--- config.mk ---
export PLATFORM = sky130hd
export DESIGN_NAME = expr_chk_misr
export DESIGN_NICKNAME = d
export VERILOG_FILES = /design/src/rtl/expr_chk_misr.sv
export SDC_FILE = /design/constraint.sdc
export NUM_CORES = 1
export LEC_CHECK = 0
export BUFFER_PORTS_ARGS = -buffer_cell sky130_fd_sc_hd__buf_2
export CAP_MARGIN = 0
export CORE_MARGIN = 10
export CORE_UTILIZATION = 39
export CTS_BUF_LIST = sky130_fd_sc_hd__clkbuf_8 sky130_fd_sc_hd__clkbuf_16
export DETAILED_ROUTE_END_ITERATION = 7
export GPL_TIMING_DRIVEN = 0
export PLACE_DENSITY = 0.76
export SYNTH_ARGS = -nofsm -noshare
export SYNTH_HDL_FRONTEND = slang
export SYNTH_SLANG_ARGS = --single-unit
--- constraint.sdc ---
create_clock -name clk -period 1.2 [get_ports clk]
set_input_delay 0.18 -clock clk [delete_from_list [all_inputs] [get_ports clk]]
set_output_delay 0.18 -clock clk [all_outputs]
set_load 0.1 [all_outputs]
--- src/rtl/expr_chk_misr.sv ---
// rtl/expr_chk_misr.sv - multiple-input signature register with clear and enable
module expr_chk_misr #(
    parameter int               SIG_W    = 32,
    parameter logic [SIG_W-1:0] SIG_POLY = SIG_W'(32'h04C11DB7)
) (
    input  logic             clk,
    input  logic             rst_n,
    input  logic             clr,
    input  logic             en,
    input  logic [SIG_W-1:0] data,
    output logic [SIG_W-1:0] sig
);

    // Shift left, apply polynomial feedback from the MSB, fold in new data.
    always_ff @(posedge clk or negedge rst_n) begin
        if (!rst_n) begin
            sig <= '0;
        end else if (clr) begin
            sig <= '0;
        end else if (en) begin
            sig <= {sig[SIG_W-2:0], 1'b0} ^ (sig[SIG_W-1] ? SIG_POLY : '0) ^ data;
        end
    end

endmodule

==> results of run 1 <==
## final cells by class
cell class	count	area (um^2)	area share
plain buffers	11	66.3	0.0283
repair buffers	69	447	0.191
clock inverters	2	10.0	0.00427
flip-flops and latches	32	851	0.363
clock buffers	6	82.6	0.0352
well taps	50	62.6	0.0267
multi-input cells	110	825	0.352
## path summary, 6_finish.rpt
check                                     from                  end  cells after the start
max in group asynchronous                rst_n  sig[15]$_DFFE_PN0P_                      2
setup / recovery           sig[31]$_DFFE_PN0P_              sig[31]                      1
min in group asynchronous                rst_n  sig[21]$_DFFE_PN0P_                      2
hold reg to reg            sig[26]$_DFFE_PN0P_  sig[26]$_DFFE_PN0P_                      2
hold / removal                         data[6]   sig[6]$_DFFE_PN0P_                      3
setup reg to reg           sig[31]$_DFFE_PN0P_   sig[5]$_DFFE_PN0P_                      4
## metal layers
| layer | vias to the layer above | global-route usage | part of all wire |
|---|---|---|---|
| li1 | 674 | - | - |
| met1 | 647 | 0.157 | 0.46 |
| met2 | 51 | 0.177 | 0.43 |
| met3 | 7 | 0.0526 | 0.092 |
| met4 | 0 | 0.0449 | 0.014 |
| met5 | - | 0 | 0 |
## logic make-up (layout without fill, tap and decap cells)
group           count (synthesis)  in the layout  synth area share
compound gates                 31             31             0.122
xor+xnor                       32             32             0.177
buf+inv                        11             88            0.0375
flops                          32             32             0.480
mux                            13             13            0.0781
simple gates                   34             34             0.105
## stage by stage
step / cell area [um^2] / power, mW / utilization / std cells
3_5_place_dp: 2120 / 2.67 / 0.524 / 269
4_1_cts: 2320 / 3.61 / 0.572 / 279
2_1_floorplan: 1730 / 2.38 / - / 153
3_3_place_gp: 2120 / 2.66 / 0.524 / 269
6_report: 2340 / 3.60 / 0.578 / 280
5_1_grt: 2340 / 3.74 / 0.578 / 280
## report_power, final
group          switching [mW]  total, mW  internal (mW)
logic                    1.01       1.41          0.399
clock network           0.418      0.875          0.457
registers               0.108       1.31           1.20
total                    1.54       3.60           2.06
## placed cells by master (no fill, tap or decap)
cell	netlist	layout
sky130_fd_sc_hd__buf_6	1	5
sky130_fd_sc_hd__nand2b_1	12	12
sky130_fd_sc_hd__xor3_1	1	1
sky130_fd_sc_hd__a211oi_1	19	19
sky130_fd_sc_hd__nor2_1	20	20
sky130_fd_sc_hd__dfrtp_2	0	28
sky130_fd_sc_hd__nor3b_4	0	1
sky130_fd_sc_hd__dfrtp_4	0	4
sky130_fd_sc_hd__clkbuf_1	3	3
sky130_fd_sc_hd__mux2i_1	13	13
sky130_fd_sc_hd__xnor2_2	0	2
sky130_fd_sc_hd__o21ai_1	12	12
sky130_fd_sc_hd__clkbuf_8	0	6
sky130_fd_sc_hd__buf_2	5	39
sky130_fd_sc_hd__buf_4	2	32
sky130_fd_sc_hd__and3b_4	1	1
sky130_fd_sc_hd__clkinv_2	0	2
sky130_fd_sc_hd__dlygate4sd3_1	0	1
sky130_fd_sc_hd__xnor2_1	31	29
## repair_timing
item,CTS,global route
hold buffers,1,0
buffers inserted,1,1
pin swaps,1,0
endpoints found under the setup margin,43,13
gates resized for setup,34,3
endpoints found under the hold margin,32,0
gates cloned,0,0
==> out/results.tsv, run 1 <==
metric	value	unit
outcome	finished with violations	
violations	setup timing	
hold_slack	0.175	ns
critical-path-top-delay-family	flip-flops	
cap_viol_max_count	0	
clock_tree_from_tritoncts	done	
top_regs	sig: 32 flops	
die_area	0.00729	mm^2
count_of_input_and_output_buffers	66	
hpwl	3360	um
flip_flop_count_of_the_largest_register_after_layout	32	
grt_setup_unrepaired	yes	
grt_antenna_before_repair	0	
grt_util_all_layers	0.122	
worstMarginPinSlew	0.710	ns
warnings_from_yosys	0	
post-place-ws	-0.0414	ns
worst_setup_path_start_kind	flop	
synth.cell_area	0.00167	mm^2
max-vdd-ir-drop	0.712	mV
setup_slack_reg_to_reg	-0.02	ns
setup_viol_count_final	3	
setup_tns_final	-0.0595	ns
static-leakage-power	1.04	nW
setup_cp_type	flop to primary output	
insertedDiodeCount	0	
drc	0	
synth_top_area_share	0.480	
postRouteWirelength	4610	um
per_instance_average_area_after_synthesis	10.9	um^2
dr.pass1.iters	4	
period_share	1.03	
globalRouteOverflowTotal	0	
route.antenna.remaining_nets	0	
design.final.nets	265	
critical_path_fanout_max	5	
coreArea	0.00406	mm^2
worst_path_largest_cell_delay	0.51	ns
die_height	85.4	um
post_synth_num_cell_types	14	
floorplan.rows	23	
clk_transition_reported_paths	0.07	ns
cts_max_level	2	
ys_top_cells_by_count	32 x sky130_fd_sc_hd__dfrtp_1, 31 x sky130_fd_sc_hd__xnor2_1, 20 x sky130_fd_sc_hd__nor2_1, 19 x sky130_fd_sc_hd__a211oi_1, 13 x sky130_fd_sc_hd__mux2i_1	
final_critical_path_setup_slack	-0.0316	ns
post_synth_main_area_contributors	sky130_fd_sc_hd__dfrtp_1 48%, sky130_fd_sc_hd__xnor2_1 16%, sky130_fd_sc_hd__a211oi_1 8.6%	
final.setup_skew	0.00417	ns
slowest_stage	sky130_fd_sc_hd__dfrtp_4	
worst_ep_required_time	1.02	ns
maximum_number_of_pins_on_one_net_before_global_route_repair	33	
dieWidth	85.4	um
cp_data_arrival_time	1.05	ns
avgViaCountPerCell	4.93	
max-clock-path-buffers	2	
hold_violation_total_from_the_final_report	0	
max_freq	0.812	GHz
final_max_slew_viol_count	0	
clock_tree.root_cell	sky130_fd_sc_hd__clkbuf_8	
wl_per_cell	16.5	um
worstHoldPathType	input port to flop	
yosys.cell_count.top_type	sky130_fd_sc_hd__dfrtp_1	
path_buf_inv	1	
synthesis.instances	153	
max_flop_register	sig	
first_global_vias	1443	
async_flop_share	1.00	
power.density	1540	mW/mm^2
syn_nets	189	
drt_iter0_drc	76	
number_of_vias_in_the_routed_layout	1379	
globalplace.congestion	0.767	
grt_pass1_wl	7280	um
flow.area_growth_from_synthesis	40.6	%
synth-seq-cells	32	
slew_headroom	0.527	
n_fill_cell	366	
critical_path.endpoint_type	primary output	
synth_sequential_area_ratio	0.480	
ys_dominant_reg_cell	sky130_fd_sc_hd__dfrtp_1	
final_layout_size_suffix_gt1_frac	0.522	
yosysTopAreaCell	sky130_fd_sc_hd__dfrtp_1	
cts_buffers	5	
crit_path_cell_trace	buf_4	
clock_insertion_delay_worst_skew	0.29	ns
starting_utilization_of_the_core_area	0.411	
io-pin-count	68	
synth_edf_count	0	
period_minus_slack	1.23	ns
cts.sink_count	32	
Power figures use the tool's default switching activity.
==> run 2: changes to the inputs <==
==> constraint.sdc (replaced) <==
create_clock -name clk -period 1.2 [get_ports clk]
set_input_delay 0.18 -clock clk [delete_from_list [all_inputs] [get_ports clk]]
set_output_delay 0.18 -clock clk [all_outputs]
set_load 0.05 [all_outputs]
==> out/results.tsv, run 2 (synthesized netlist as in run 1, its figures left out) <==
metric	value	unit
critical_path_fanout_max	10	
dpl-instance-area	0.00208	mm^2
total_switching_power	1.11	mW
clk_transition_reported_paths	0.07	ns
grt_setup_unrepaired	yes	
hold_violation_total_from_the_final_report	0	
drc	0	
worstHoldPathType	input port to flop	
flow.area_growth_from_synthesis	33.0	%
power_internal	1.97	mW
floorplan.rows	23	
grt_antenna_before_repair	0	
worst_setup_path_start_kind	flop	
dr.pass1.iters	4	
cts.sink_count	32	
final.setup_skew	0.00558	ns
final_instance_area	0.00222	mm^2
worst_ep_required_time	1.35	ns
hpwl	3490	um
cap_viol_max_count	0	
flip_flop_count_of_the_largest_register_after_layout	32	
max-clock-path-buffers	2	
max_freq	0.842	GHz
clock_tree.root_cell	sky130_fd_sc_hd__clkbuf_8	
first_global_vias	1503	
cts_buffers	5	
switching_share	0.360	
starting_utilization_of_the_core_area	0.411	
cts_max_level	2	
setup_cp_type	flop to flop	
setup_slack_reg_to_reg	0.01	ns
design.final.nets	266	
slew_headroom	0.519	
wl_per_cell	16.5	um
layout_commonest_cell	sky130_fd_sc_hd__buf_2	
max_flop_register	sig	
final_max_slew_viol_count	0	
static-leakage-power	1.05	nW
period_share	0.990	
max-vdd-ir-drop	0.624	mV
outcome	finished clean	
number_of_vias_in_the_routed_layout	1391	
grt_util_all_layers	0.127	
globalplace.congestion	0.774	
power.share.combinational	0.311	
count_of_input_and_output_buffers	66	
drt_iter0_drc	72	
power.density	1390	mW/mm^2
most_used_cells_in_the_layout_excluding_fill_and_tap_cells	70 x sky130_fd_sc_hd__buf_2, 31 x sky130_fd_sc_hd__xnor2_1, 20 x sky130_fd_sc_hd__nor2_1, 19 x sky130_fd_sc_hd__a211oi_1, 18 x sky130_fd_sc_hd__dfrtp_1	
share_seq_of_total_power	0.419	
insertedDiodeCount	0	
period_minus_slack	1.19	ns
top_regs	sig: 32 flops	
setup_viol_count_final	0	
clock_insertion_delay_worst_skew	0.28	ns
postRouteWirelength	4650	um
globalRouteOverflowTotal	0	
coreArea	0.00406	mm^2
route.antenna.remaining_nets	0	
dieWidth	85.4	um
post-layout-total-power	3.08	mW
die_area	0.00729	mm^2
final_layout_size_suffix_gt1_frac	0.433	
clock_tree_from_tritoncts	done	
maximum_number_of_pins_on_one_net_before_global_route_repair	33	
cp_data_arrival_time	1.34	ns
grt_pass1_wl	7560	um
die_height	85.4	um
avgViaCountPerCell	4.95	
clock_power_share	0.270	
critical_path.endpoint_type	flop	
io-pin-count	68	
worstMarginPinSlew	0.722	ns
==> run 2: cell count changes in the layout (fill, tap and decap cells not counted), sizes merged <==
cell	before	now
buf	76	77
inv	0	2
clkinv	2	0
==> run 2: cell type report <==
cell class                 instances  area (um^2)
buffer                            11         66.3
clock buffer                       6         82.6
clock inverter                     2         7.51
fill                             373         1840
multi-input combinational        110          813
sequential                        32          818
tap                               50         62.6
timing repair buffer              70          365
==> run 2: critical path: stages (launching register included) <==
cell	delay [ns]
sky130_fd_sc_hd__dfrtp_2	0.46
sky130_fd_sc_hd__and3b_4	0.21
sky130_fd_sc_hd__buf_6	0.14
sky130_fd_sc_hd__mux2i_1	0.16
sky130_fd_sc_hd__o21ai_1	0.09
==> run 2: power by group through the flow <==
| stage | registers, mW | logic, mW | clock network [mW] |
|---|---|---|---|
| after CTS | 1.29 | 0.957 | 0.853 |
| final | 1.29 | 0.958 | 0.832 |
| after global placement | 1.30 | 0.934 | 0 |
| after floorplan | 1.65 | 0.326 | 0 |
| after detailed placement | 1.31 | 0.945 | 0 |
| after global routing | 1.31 | 1.03 | 0.890 |
==> run 2: per-layer routing <==
| layer | global-route usage | part of all wire |
|---|---|---|
| met5 | 0 | 0 |
| met4 | 0.0449 | 0.017 |
| met3 | 0.0621 | 0.091 |
| met2 | 0.200 | 0.46 |
| met1 | 0.147 | 0.43 |
==> run 2: per-stage QoR <==
stage | setup TNS (ns) | setup WS [ns] | cells | hold slack, ns | util
6_report | 0 | 0.0119 | 281 | 0.182 | 0.546
5_1_grt | -0.222 | -0.0562 | 281 | 0.196 | 0.546
4_1_cts | 0 | 0.00364 | 279 | 0.179 | 0.539
3_5_place_dp | -0.00103 | -0.00103 | 269 | 0.287 | 0.512
3_3_place_gp | 0 | 0.0356 | 269 | 0.274 | 0.512
2_1_floorplan | -0.0148 | -0.0148 | 153 | -0.116 | -
==> run 2: final timing paths <==
kind                                      from             endpoint  cells past startpoint
min in group asynchronous                rst_n  sig[22]$_DFFE_PN0P_                      2
min reg2reg                sig[12]$_DFFE_PN0P_  sig[12]$_DFFE_PN0P_                      2
max in group asynchronous                rst_n  sig[15]$_DFFE_PN0P_                      2
max                        sig[31]$_DFFE_PN0P_   sig[7]$_DFFE_PN0P_                      4
max reg2reg                sig[31]$_DFFE_PN0P_   sig[7]$_DFFE_PN0P_                      4
min                                    data[9]   sig[9]$_DFFE_PN0P_                      3
==> run 2: what timing repair did <==
item / in CTS / in global routing
setup endpoints to repair: 3 / 10
hold buffers: 1 / 0
hold endpoints to repair: 32 / 0
resized for setup: 1 / 3
buffers inserted: 1 / 2
==> run 3: changes to the inputs <==
- ABC_AREA: default -> 1
- CTS_BUF_LIST: sky130_fd_sc_hd__clkbuf_8 sky130_fd_sc_hd__clkbuf_16 -> sky130_fd_sc_hd__clkbuf_2
- PLACE_DENSITY: 0.76 -> 0.75
==> out/results.tsv, run 3 <==
metric	value	unit
hpwl	3650	um
clock_power_share	0.175	
postRouteWirelength	5380	um
dpl-instance-area	0.00215	mm^2
slowest_stage	sky130_fd_sc_hd__dfrtp_2	
power.density	1130	mW/mm^2
layout_commonest_cell	sky130_fd_sc_hd__nand2_1	
ys_top_cells_by_count	80 x sky130_fd_sc_hd__nand2_1, 32 x sky130_fd_sc_hd__dfrtp_1, 28 x sky130_fd_sc_hd__inv_1, 26 x sky130_fd_sc_hd__nand3_1, 19 x sky130_fd_sc_hd__xnor2_1	
avgViaCountPerCell	4.64	
setup_slack_reg_to_reg	0.06	ns
power_internal	1.79	mW
hold_start	data[14]	
setup_cp_type	flop to primary output	
flow.area_growth_from_synthesis	49.5	%
post_synth_num_cell_types	13	
power.share.combinational	0.402	
max_flop_register	sig	
hold_violation_total_from_the_final_report	0	
worst_ep_required_time	1.02	ns
cts_buffers	5	
most_used_cells_in_the_layout_excluding_fill_and_tap_cells	80 x sky130_fd_sc_hd__nand2_1, 37 x sky130_fd_sc_hd__buf_4, 36 x sky130_fd_sc_hd__buf_2, 31 x sky130_fd_sc_hd__dfrtp_1, 29 x sky130_fd_sc_hd__buf_6	
drc	0	
synth_edf_count	0	
coreArea	0.00435	mm^2
yosys.cell_count.top_type	sky130_fd_sc_hd__nand2_1	
share_seq_of_total_power	0.423	
critical_path_fanout_max	4	
cts_max_level	2	
total_switching_power	1.15	mW
crit_path_cell_trace	buf_6	
worst_hold_path.num_cells	3	
worst_r2r_path_depth	7	
final_max_slew_viol_count	0	
worst_path_largest_cell_delay	0.48	ns
cp_data_arrival_time	1.02	ns
cap_viol_max_count	0	
violations	setup timing	
max-clock-path-buffers	2	
syn_nets	260	
worstHoldPathType	input port to flop	
critical-path-top-delay-family	flip-flops	
path_buf_inv	1	
period_share	1.00	
async_flop_share	1.00	
post_synth_main_area_contributors	sky130_fd_sc_hd__dfrtp_1 46%, sky130_fd_sc_hd__nand2_1 17%, sky130_fd_sc_hd__xnor2_1 9.5%	
first_global_vias	1889	
clock_tree_from_tritoncts	done	
yosysTopAreaCell	sky130_fd_sc_hd__dfrtp_1	
setup_viol_count_final	1	
starting_utilization_of_the_core_area	0.401	
die_height	86.9	um
clk_transition_reported_paths	0.17	ns
ys_dominant_reg_cell	sky130_fd_sc_hd__dfrtp_1	
drt_iter0_drc	35	
io-pin-count	68	
globalRouteOverflowTotal	0	
min_to	sig[14]$_DFFE_PN0P_	
final_instance_area	0.00261	mm^2
critical_path.endpoint_type	primary output	
n_fill_cell	389	
dieWidth	86.9	um
synth_sequential_area_ratio	0.458	
per_instance_average_area_after_synthesis	7.80	um^2
top_regs	sig: 32 flops	
number_of_vias_in_the_routed_layout	1774	
warnings_from_yosys	0	
worst_setup_path_start_kind	flop	
count_of_input_and_output_buffers	67	
grt_pass1_wl	8690	um
worstMarginPinSlew	0.712	ns
final_layout_size_suffix_gt1_frac	0.376	
dr.pass1.iters	4	
floorplan.rows	24	
switching_share	0.392	
clock_tree.root_cell	sky130_fd_sc_hd__clkbuf_2	
grt_setup_unrepaired	yes	
synth-seq-cells	32	
flip_flop_count_of_the_largest_register_after_layout	32	
static-leakage-power	1.43	nW
synth_top_area_share	0.458	
regToRegStartpoint	sig[31]$_DFFE_PN0P_	
cts.sink_count	32	
worst-path-stages	1	
clock_insertion_delay_worst_skew	0.38	ns
final_critical_path_setup_slack	-0.00431	ns
r2r_end	sig[12]$_DFFE_PN0P_	
outcome	finished with violations	
maximum_number_of_pins_on_one_net_before_global_route_repair	33	
grt_antenna_before_repair	0	
final.setup_skew	0.0244	ns
synthesis.instances	224	
route.antenna.remaining_nets	0	
setup_tns_final	-0.00431	ns
die_area	0.00756	mm^2
max-vdd-ir-drop	0.745	mV
insertedDiodeCount	0	
slew_headroom	0.525	
design.final.nets	365	
grt_util_all_layers	0.144	
globalplace.congestion	0.752	
period_minus_slack	1.20	ns
max_freq	0.830	GHz
synth.cell_area	0.00175	mm^2
wl_per_cell	14.1	um
-- run 3: cell families after synthesis --
family | after synthesis | share of synthesized area
xor+xnor | 19 | 0.0953
simple gates | 117 | 0.289
compound gates | 19 | 0.0602
flops | 32 | 0.458
buf+inv | 37 | 0.0974
-- run 3: metrics by stage --
stage	util	hold WS (ns)	std cells	setup slack (ns)	power [mW]
after floorplan	-	-0.116	224	0.0404	1.92
after global placement	0.493	0.280	343	0.0664	2.17
after detailed placement	0.493	0.276	343	0.0455	2.20
after CTS	0.561	0.0489	370	-0.0171	2.86
after global routing	0.600	0.0509	382	-0.0448	3.11
final	0.600	0.0573	382	-0.00431	2.95
-- run 3: timing repair --
item / CTS / global route
resized for setup: 41 / 20
gates cloned: 0 / 0
hold buffers: 1 / 0
endpoints found under the hold margin: 32 / 0
buffers inserted: 18 / 12
setup endpoints to repair: 32 / 40
-- run 3: routing by layer --
metal / wire [um] / GRT usage / share of wire
met3: 320 / 0.0543 / 0.059
met2: 2750 / 0.257 / 0.51
met5: 0 / 0 / 0
met1: 2210 / 0.150 / 0.41
met4: 108 / 0.0530 / 0.020
-- run 3: cell type report --
| type | count | area (um^2) | share of cell area |
|---|---|---|---|
| plain buffers | 6 | 62.6 | 0.0240 |
| clock buffers | 6 | 30.0 | 0.0115 |
| clock inverters | 2 | 7.51 | 0.00287 |
| inverters | 31 | 116 | 0.0446 |
| multi-input cells | 155 | 776 | 0.297 |
| flip-flops and latches | 32 | 802 | 0.307 |
| well taps | 52 | 65.1 | 0.0249 |
| repair buffers | 98 | 752 | 0.288 |
-- run 3: power groups by stage --
stage                     Combinational, mW  Clock [mW]  Sequential (mW)
after floorplan                       0.327           0             1.59
after global placement                0.904           0             1.27
after detailed placement              0.919           0             1.28
after CTS                              1.09       0.524             1.24
after global routing                   1.28       0.570             1.26
final                                  1.18       0.516             1.25
-- run 3: how the worst max path moves through the flow --
| stage | startpoint | end | slack (ns) |
|---|---|---|---|
| floorplan | sig[31]$_DFFE_PN0P_ | sig[12]$_DFFE_PN0P_ | 0.04 |
| global placement | sig[31]$_DFFE_PN0P_ | sig[11]$_DFFE_PN0P_ | 0.07 |
| detailed placement | sig[31]$_DFFE_PN0P_ | sig[12]$_DFFE_PN0P_ | 0.05 |
| CTS | sig[31]$_DFFE_PN0P_ | sig[31] | -0.02 |
| global route | sig[31]$_DFFE_PN0P_ | sig[31] | -0.04 |
| finish | sig[31]$_DFFE_PN0P_ | sig[31] | -0.004 |
